==> src/rtl/fd_ctrl_pkg.sv <==
// Shared constants and types for the fetch/decode sequencer.
// Opcodes, functs, ALU codes, FSM states, instruction classes.
package fd_ctrl_pkg;

  localparam logic [5:0] OP_R    = 6'h00;
  localparam logic [5:0] OP_ADDI = 6'h08;
  localparam logic [5:0] OP_LW   = 6'h23;
  localparam logic [5:0] OP_SW   = 6'h2B;
  localparam logic [5:0] OP_BEQ  = 6'h04;
  localparam logic [5:0] OP_J    = 6'h02;

  localparam logic [5:0] FN_ADD = 6'h20;
  localparam logic [5:0] FN_SUB = 6'h22;
  localparam logic [5:0] FN_AND = 6'h24;
  localparam logic [5:0] FN_OR  = 6'h25;
  localparam logic [5:0] FN_SLT = 6'h2A;

  localparam logic [3:0] ALU_AND = 4'b0000;
  localparam logic [3:0] ALU_OR  = 4'b0001;
  localparam logic [3:0] ALU_ADD = 4'b0010;
  localparam logic [3:0] ALU_SUB = 4'b0110;
  localparam logic [3:0] ALU_SLT = 4'b0111;

  typedef enum logic [2:0] {
    S_FETCH  = 3'd0,
    S_DECODE = 3'd1,
    S_EXEC   = 3'd2,
    S_MEM    = 3'd3,
    S_WB     = 3'd4,
    S_HALT   = 3'd5
  } state_t;

  typedef enum logic [2:0] {
    C_R, C_ADDI, C_LW, C_SW, C_BEQ, C_J
  } cls_t;

endpackage

==> src/rtl/fd_sequencer_if.sv <==
// Memory-side bus of the sequencer: pc, fetch and data handshakes.
// master = sequencer, slave = memory system.
interface fd_sequencer_if #(
  parameter int PC_W = 7
);
  logic [PC_W-1:0] pc;
  logic            imem_req;
  logic            imem_ack;
  logic            dmem_rd;
  logic            dmem_wr;
  logic            dmem_ack;

  modport master (
    output pc, imem_req, dmem_rd, dmem_wr,
    input  imem_ack, dmem_ack
  );

  modport slave (
    input  pc, imem_req, dmem_rd, dmem_wr,
    output imem_ack, dmem_ack
  );
endinterface

==> src/rtl/fd_alu_decoder.sv <==
// Combinational opcode/funct decode into ALU op and class.
// Anything not recognised raises illegal.
module fd_alu_decoder
  import fd_ctrl_pkg::*;
(
  input  logic [5:0] opcode,
  input  logic [5:0] funct,
  output logic [3:0] alu_op,
  output cls_t       cls,
  output logic       illegal
);

  always_comb begin
    alu_op  = ALU_AND;
    cls     = C_R;
    illegal = 1'b0;
    unique case (1'b1)
      opcode == OP_R: begin
        cls = C_R;
        unique case (1'b1)
          funct == FN_ADD: alu_op = ALU_ADD;
          funct == FN_SUB: alu_op = ALU_SUB;
          funct == FN_AND: alu_op = ALU_AND;
          funct == FN_OR:  alu_op = ALU_OR;
          funct == FN_SLT: alu_op = ALU_SLT;
          default:         illegal = 1'b1;
        endcase
      end
      opcode == OP_ADDI: begin
        cls    = C_ADDI;
        alu_op = ALU_ADD;
      end
      opcode == OP_LW: begin
        cls    = C_LW;
        alu_op = ALU_ADD;
      end
      opcode == OP_SW: begin
        cls    = C_SW;
        alu_op = ALU_ADD;
      end
      opcode == OP_BEQ: begin
        cls    = C_BEQ;
        alu_op = ALU_SUB;
      end
      opcode == OP_J: cls = C_J;
      default:        illegal = 1'b1;
    endcase
  end

endmodule

==> src/rtl/fd_sequencer.sv <==
// Multi-cycle FETCH/DECODE/EXEC/MEM/WB control sequencer.
// Owns the pc; every output is a register.
module fd_sequencer
  import fd_ctrl_pkg::*;
#(
  parameter int              PC_W     = 7,
  parameter logic [PC_W-1:0] PC_RESET = '0,
  parameter int              PC_STEP  = 4
) (
  input  logic           clk,
  input  logic           rst_n,
  fd_sequencer_if.master mem,
  input  logic [5:0]     opcode,
  input  logic [5:0]     funct,
  input  logic [15:0]    imm,
  input  logic [25:0]    jaddr,
  input  logic           zero,
  output logic           ir_write,
  output logic           reg_write,
  output logic           reg_dst,
  output logic           mem_to_reg,
  output logic           alu_src,
  output logic [3:0]     alu_op,
  output logic [2:0]     state,
  output logic           illegal
);

  localparam logic [PC_W-1:0] STEP = PC_W'(PC_STEP);

  state_t          state_q, nstate;
  cls_t            cls_q, dec_cls;
  logic [3:0]      dec_op;
  logic            dec_illegal;
  logic            fetch_done;
  logic            mem_done;
  logic [PC_W-1:0] pc_next;
  logic [27:0]     jtgt;
  logic [31:0]     boff;

  fd_alu_decoder u_dec (
    .opcode  (opcode),
    .funct   (funct),
    .alu_op  (dec_op),
    .cls     (dec_cls),
    .illegal (dec_illegal)
  );

  assign state = state_q;
  assign jtgt  = {jaddr, 2'b00};
  assign boff  = {{14{imm[15]}}, imm, 2'b00};

  // Acks only count while the matching request is visible
  assign fetch_done = (state_q == S_FETCH) && mem.imem_req && mem.imem_ack;
  assign mem_done   = (mem.dmem_rd || mem.dmem_wr) && mem.dmem_ack;

  always_comb begin
    nstate  = state_q;
    pc_next = mem.pc;
    unique case (state_q)
      S_FETCH: begin
        if (fetch_done) begin
          nstate  = S_DECODE;
          pc_next = mem.pc + STEP;
        end
      end
      S_DECODE: begin
        if (dec_illegal) begin
          nstate = S_HALT;
        end else if (dec_cls == C_J) begin
          nstate  = S_FETCH;
          pc_next = jtgt[PC_W-1:0];
        end else begin
          nstate = S_EXEC;
        end
      end
      S_EXEC: begin
        unique case (cls_q)
          C_BEQ: begin
            nstate = S_FETCH;
            if (zero) pc_next = mem.pc + boff[PC_W-1:0];
          end
          C_LW, C_SW: nstate = S_MEM;
          default:    nstate = S_WB;
        endcase
      end
      S_MEM: begin
        if (mem_done) nstate = (cls_q == C_LW) ? S_WB : S_FETCH;
      end
      S_WB:    nstate = S_FETCH;
      S_HALT:  nstate = S_HALT;
      default: nstate = S_FETCH;
    endcase
  end

  always_ff @(posedge clk) begin
    if (!rst_n) begin
      state_q      <= S_FETCH;
      mem.pc       <= PC_RESET;
      mem.imem_req <= 1'b0;
      mem.dmem_rd  <= 1'b0;
      mem.dmem_wr  <= 1'b0;
      ir_write     <= 1'b0;
      reg_write    <= 1'b0;
      reg_dst      <= 1'b0;
      mem_to_reg   <= 1'b0;
      alu_src      <= 1'b0;
      alu_op       <= ALU_AND;
      cls_q        <= C_R;
      illegal      <= 1'b0;
    end else begin
      state_q      <= nstate;
      mem.pc       <= pc_next;
      mem.imem_req <= nstate == S_FETCH;
      mem.dmem_rd  <= (nstate == S_MEM) && (cls_q == C_LW);
      mem.dmem_wr  <= (nstate == S_MEM) && (cls_q == C_SW);
      ir_write     <= fetch_done;
      reg_write    <= nstate == S_WB;
      if (state_q == S_DECODE) begin
        cls_q      <= dec_cls;
        alu_op     <= dec_op;
        alu_src    <= dec_cls inside {C_ADDI, C_LW, C_SW};
        reg_dst    <= dec_cls == C_R;
        mem_to_reg <= dec_cls == C_LW;
      end
      if (nstate == S_HALT) illegal <= 1'b1;
    end
  end

endmodule
==> src/flat_wrapper.sv <==
// flat-port wrapper written by rule: the top's interface ports become plain ports
module fd_sequencer_flat import fd_ctrl_pkg::*;
#(
  parameter int              PC_W     = 7,
  parameter logic [PC_W-1:0] PC_RESET = '0,
  parameter int              PC_STEP  = 4
)
  (clk, rst_n, opcode, funct, imm, jaddr, zero, ir_write, reg_write, reg_dst, mem_to_reg, alu_src, alu_op, state, illegal, mem_pc, mem_imem_req, mem_dmem_rd, mem_dmem_wr, mem_imem_ack, mem_dmem_ack);
  fd_sequencer_if #(.PC_W(PC_W)) mem_i ();
  input  logic clk;
  input  logic rst_n;
  input  logic [5:0] opcode;
  input  logic [5:0] funct;
  input  logic [15:0] imm;
  input  logic [25:0] jaddr;
  input  logic zero;
  output logic ir_write;
  output logic reg_write;
  output logic reg_dst;
  output logic mem_to_reg;
  output logic alu_src;
  output logic [3:0] alu_op;
  output logic [2:0] state;
  output logic illegal;
  output wire logic [$bits(mem_i.pc)-1:0] mem_pc;
  output wire logic [$bits(mem_i.imem_req)-1:0] mem_imem_req;
  output wire logic [$bits(mem_i.dmem_rd)-1:0] mem_dmem_rd;
  output wire logic [$bits(mem_i.dmem_wr)-1:0] mem_dmem_wr;
  input wire logic [$bits(mem_i.imem_ack)-1:0] mem_imem_ack;
  input wire logic [$bits(mem_i.dmem_ack)-1:0] mem_dmem_ack;
  assign mem_pc = mem_i.pc;
  assign mem_imem_req = mem_i.imem_req;
  assign mem_dmem_rd = mem_i.dmem_rd;
  assign mem_dmem_wr = mem_i.dmem_wr;
  assign mem_i.imem_ack = mem_imem_ack;
  assign mem_i.dmem_ack = mem_dmem_ack;
  fd_sequencer #(.PC_W(PC_W), .PC_RESET(PC_RESET), .PC_STEP(PC_STEP)) u_core (.clk(clk), .rst_n(rst_n), .mem(mem_i), .opcode(opcode), .funct(funct), .imm(imm), .jaddr(jaddr), .zero(zero), .ir_write(ir_write), .reg_write(reg_write), .reg_dst(reg_dst), .mem_to_reg(mem_to_reg), .alu_src(alu_src), .alu_op(alu_op), .state(state), .illegal(illegal));
endmodule
==> config.mk <==
export PLATFORM = sky130hd
export DESIGN_NAME = fd_sequencer_flat
export DESIGN_NICKNAME = d
export VERILOG_FILES = /design/src/rtl/fd_ctrl_pkg.sv /design/src/rtl/fd_sequencer_if.sv /design/src/rtl/fd_alu_decoder.sv /design/src/rtl/fd_sequencer.sv /design/src/flat_wrapper.sv
export SDC_FILE = /design/constraint.sdc
export NUM_CORES = 1
export LEC_CHECK = 0
export ABC_AREA = 0
export CAP_MARGIN = 30
export CORE_UTILIZATION = 45
export DETAILED_ROUTE_END_ITERATION = 8
export DONT_BUFFER_PORTS = 1
export PLACE_DENSITY = 0.58
export SYNTH_ARGS = -nofsm -noshare
export SYNTH_HDL_FRONTEND = slang
export SYNTH_SLANG_ARGS = --single-unit
==> constraint.sdc <==
create_clock -name clk -period 4.9 [get_ports clk]
set_input_delay 0.98 -clock clk [delete_from_list [all_inputs] [get_ports clk]]
set_output_delay 0.98 -clock clk [all_outputs]
set_load 0.01 [all_outputs]
======== After elaboration in Yosys (flattened, before gate mapping) ========
Cells that the tools add are included.
cells by class
  $add $sub $neg .......................... 2
  shift-type cells ........................ 0
  $lt $le $gt $ge ......................... 0
  mux-type cells .......................... 18
  $mul .................................... 0
  bitwise logic cells ..................... 0
  divide/modulo/power cells ............... 0
  equality and inequality tests ........... 29
  reductions and logical operators ........ 17
operators by type and width
  operator             count
  $eq 6x6->1 const B   7
  $mux 7               5
  $pmux 3 s5           2
  $eq 3x2->1 const B   7
  $pmux 7 s3           1
  $eq 3x3->1 const B   5
  $mux 3               4
  $pmux 3 s4           1
  $reduce_or 5->1      2
  $logic_not 3->1      3
  $pmux 3 s3           1
  $add 7x3->7 const B  1
  $add 7x7->7          1
  $eq 3x1->1 const B   2
  $eq 6x2->1 const B   1
  $eq 6x3->1 const B   1
  $eq 6x4->1 const B   1
  $logic_not 6->1      1
  $ne 2x1->1 const B   3
  $pmux 3 s2           1
  $reduce_and 6->1     1
  $reduce_bool 3->1    2
  $logic_and 1x1->1    5
  $ne 2x2->1 const B   2
  other kinds (6)      6
word-level totals
  bits of input ports ..................... 59
  memory bits (writable) .................. 0
  flip-flop bits (word level) ............. 26
  output and inout bits ................... 23
  latch bits .............................. 0
  memory bits (read-only) ................. 0
  memories kept ........................... 0

======== Longest topological paths before layout ========
  depth after elaboration ................. 8
  gate-level depth with buffers ........... 11

======== Modules after synthesis ========
From an unflattened synthesis, not the netlist that was laid out.
unflattened totals
  cell total of the unflattened synthesis .. 186
  area, all modules ....................... 1498.9 um2
modules (own cells, without submodules)
  module          cells an instance  instances  seq. area each (um2)  area each (um2)
  fd_sequencer    150                1          480.5                 1244.9
  fd_alu_decoder  36                 1          0.0                   254.0

======== Worst setup path after synthesis ========
No wires, ideal clock.
  path kind ............................... input to register
  from .................................... input imm[0]
  to ...................................... register u_core.mem.pc[6]
  arrival ................................. 2.141 ns
  path slack .............................. 2.626 ns
  cell stages on the path ................. 9
  data required time ...................... 4.767 ns
  library setup time ...................... 0.133 ns
  cells stage by stage .................... nand2b_1 -> ha_1 -> inv_1 -> fa_1 -> inv_1 -> a21o_1 -> a21oi_1 -> xnor2_1 -> o221ai_1
between the ends
  longest elaborated chain between the ends .. 4
RTL lines
  what                  line                   text
  start, declared       flat_wrapper.sv:14     input logic [15:0] imm;
  $add 7x7->7           fd_sequencer.sv:80     if (zero) pc_next = mem.pc + boff[PC_W-1:0];
  $mux 7                fd_sequencer.sv:80
  $mux 7                fd_sequencer.sv:77     unique case (cls_q)
  $pmux 7 s3            fd_sequencer.sv:59     unique case (state_q)
  end signal, assigned  fd_sequencer.sv:112    mem.pc <= pc_next;
  end, declared         fd_sequencer_if.sv:14  output pc, imem_req, dmem_rd, dmem_wr,
No other way between the ends. The select of a mux whose other input is x is not followed.
A chain may end at the register's enable or synchronous reset.

======== Worst setup path after layout ========
  from .................................... register u_core.state_q[1], in the netlist u_core.state[1]
  to ...................................... register u_core.mem.pc[6]
between the ends
  longest elaborated chain between the ends .. 5
  elaborated cells between the ends (all ways) .. 13
  classes of those cells .................. eq/ne: 7; mux: 1; reduce/logical: 5
RTL lines
  what                               line                                    text
  start, declared                    fd_sequencer.sv:30                      state_t state_q, nstate;
  start signal, assigned             fd_sequencer.sv:111                     state_q <= nstate;
  $logic_not 3->1                    fd_sequencer.sv:53, fd_sequencer.sv:59
  $logic_and 1x1->1 (2 in series)    fd_sequencer.sv:53                      assign fetch_done = (state_q == S_FETCH) && mem.imem_req && mem.imem_ack;
  $ne 2x1->1 (no source line)        -
  $reduce_and 6->1 (no source line)  -
Several ways; a longest one is shown, not always the timed one.

==> key figures <==
Cells and area
  • Largest register FFs: 5
  • Share of layout cells above drive strength 1: 11.0%
  • Diode count: 0
  • Multi-input gate area: 898 um^2
  • Largest Register: u_core.mem.pc
  • Final #Nets: about 230
  • Fill count: approximately 320
  • Register area: around 460 um^2
  • Cell area after layout: ~1500 um^2
  • Syn-to-layout area delta: 1.64%

GRT
  • Largest net degree at the start of global routing: 24
  • Initial antenna violation count: 0
  • Global route overflow: 0
  • Total track usage: about a fifth
  • First-pass GRT wire length: about 5000 um
  • Number of global-route vias before repair: around 1200

Detailed routing
  • Via count: ~1200
  • Remaining DRCs: 0
  • Final wirelength: slightly above 3000 um
  • DR iter-0 viols: 60
  • Antenna Violating Nets Remaining: 0
  • WL per Instance: approximately 15 um
  • Initial DRT Pass Iterations: 4
  • Vias/cell: 5.88

Synth
  • Mean Syn Cell Area: roughly 8.6 um^2
  • Mapped Cells: ~170
  • Post-synth EDFFs: 0
  • Synth Flop Type: dfxtp_1
  • Synthesized cell area: around 1500 um^2
  • Ys Warns: 0
  • Sequential area share after synthesis: 31.8%
  • Seq cells post-synth: 23
  • Async SR Flop Fraction: 0%
  • Distinct cell type count after synthesis: between 50 and 60

Timing
  • Relative max-transition margin: between 50% and 60%
  • Setup TNS: 0 ps
  • Fin crit period: around 2400 ps
  • Final hold slack: approximately 470 ps
  • Setup Skew: around 2.1 ps
  • Final worst path period share: roughly half
  • Final Hold Viols: 0
  • Slew @ Worst Pin: 702 ps
  • RSZ-0062 raised after global routing: no
  • FMAX: roughly 420 MHz
  • Final count of pins violating max slew: 0
  • # setup viols final: 0

Status
  • Status: finished clean

Clocking
  • Clk Latency, worst-skew pair: 300 ps
  • Clock Tree Buf Depth: 2
  • Hold-fix buffers at CTS: 0
  • CTS buffer count: 3
  • Clock root buffer: clkbuf_4
  • Post-CTS setup buffers: 0
  • H-tree depth: 1
  • Resized cells post-CTS: 0
  • Sink Count: 23
  • Clock slew at reported path FFs: 120 ps
  • CTS tree: done

Worst setup path
  • Worst setup EP type: flop
  • WS Path Type: flop to flop
  • CP Max Fanout: 7
  • Worst Setup Start Kind: flop
  • Cell depth of the worst flop-to-flop path: 10
  • Critical Path AT: 2550 ps
  • Worst EP required: about 5000 ps

Die
  • Core area: 3050 um^2
  • Die footprint: approximately 3500 um^2
  • Die outline width: around 60 um
  • Initial core utilization: roughly 48%
  • I/O Pins: approximately 80
  • Row count: 20
  • Die span in y: approximately 60 um

Placement
  • Detail Placement HPWL: around 2300 um
  • IO Port Bufs: 0
  • Placed cell area: 1450 um^2
  • Global placement routability congestion: roughly 0.8

Min path
  • Hold depth: 1
  • Hold Path Class: flop to flop

Power and ir drop
  • Worst vdd ir: approximately 0.00015 V
  • Pwr Density: between 200 and 250 nW/um^2
  • P_leak: 0.587 nW

Flow run
  • Max_cap viols: 0
[cell usage in the layout, fill, tap and decap left out, drive strengths merged, types with 2 or more instances in the layout]
master  instances
dfxtp          23
nand2          18
inv             9
a21oi           7
nand3           7
a31oi           6
and2            6
o21ai           6
nor2            6
o211ai          6
nor2b           5
a21boi          5
nand4           5
o211a           4
ha              4
clkbuf          4
nand2b          3
o21a            3
a21o            3
conb            3
nor4            3
nor3            3
nand3b          2
mux2i           2
xnor2           2
xor2            2
nor3b           2
nor4b           2
and3            2
[power by group]
group	total [mW]	internal, mW	switching (mW)
logic	0.0650	0.0275	0.0375
clock network	0.0850	0.0317	0.0534
registers	0.218	0.200	0.0184
total	0.368	0.259	0.109
[synthesized netlist by cell type (4+ instances only)]
master    instances  area (um^2)
a21oi_1           7         35.0
nor2b_1           5         31.3
ha_1              4         50.1
o21ai_0           5         25.0
buf_4             4         30.0
buf_2             4         20.0
nand4_1           4         25.0
o211a_1           4         40.0
nand2_1          17         63.8
inv_1             9         33.8
a21boi_0          5         37.5
o211ai_1          4         30.0
nor2_1            5         18.8
a31oi_1           6         37.5
nand3_1           6         30.0
and2_1            5         31.3
dfxtp_1          23          460
[worst paths after layout]
| kind | slack, ps | from | to |
|---|---|---|---|
| max | 2520 | u_core.state[1] | u_core.mem.pc[6] |
| max reg2reg | 2520 | u_core.state[1] | u_core.mem.pc[6] |
| min reg2reg | 470 | u_core.cls_q[0] | u_core.mem.dmem_rd |
| min | 470 | u_core.cls_q[0] | u_core.mem.dmem_rd |
[stage by stage]
step | worst slack, ps | instances | util [%] | total power [mW]
after global routing | 2350 | 208 | 48.3 | 0.393
final | 2520 | 208 | 48.3 | 0.368
after CTS | 2500 | 208 | 48.3 | 0.373
after global placement | 2520 | 204 | 47.4 | 0.285
after detailed placement | 2460 | 204 | 47.4 | 0.287
after floorplan | 2630 | 170 | - | 0.282
[critical path, stage by stage (launching register included)]
cell,delay (ps)
dfxtp_1,490
nor3b_2,450
nand2b_1,110
ha_1,220
inv_1,80
fa_1,220
inv_1,50
a21o_1,170
a21oi_1,190
xnor2_1,150
o221ai_1,130
[per-layer routing]
layer | routed length [um] | vias to the layer above | global-route usage (%)
li1 | - | 596 | -
met1 | 1320 | 585 | 22.4
met2 | 1460 | 38 | 32.3
met3 | 234 | 4 | 5.27
met4 | 28 | 0 | 6.12
met5 | 0 | - | 0
[final cells by class]
type,instances,area share [%]
inverter,9,2.29
sequential,23,31.2
clock buffer,4,1.78
multi-input combinational,128,61.0
tap,44,3.74
[cell families after synthesis]
group / count (synthesis) / share of synthesized area [%]
flops: 23 / 31.8
mux: 2 / 1.38
compound gates: 48 / 24.5
fa+ha+maj: 5 / 4.83
xor+xnor: 4 / 2.42
simple gates: 66 / 28.0
other cells: 1 / 0.259
buf+inv: 19 / 6.82
Note: power is estimated with default switching activity, not from simulation.
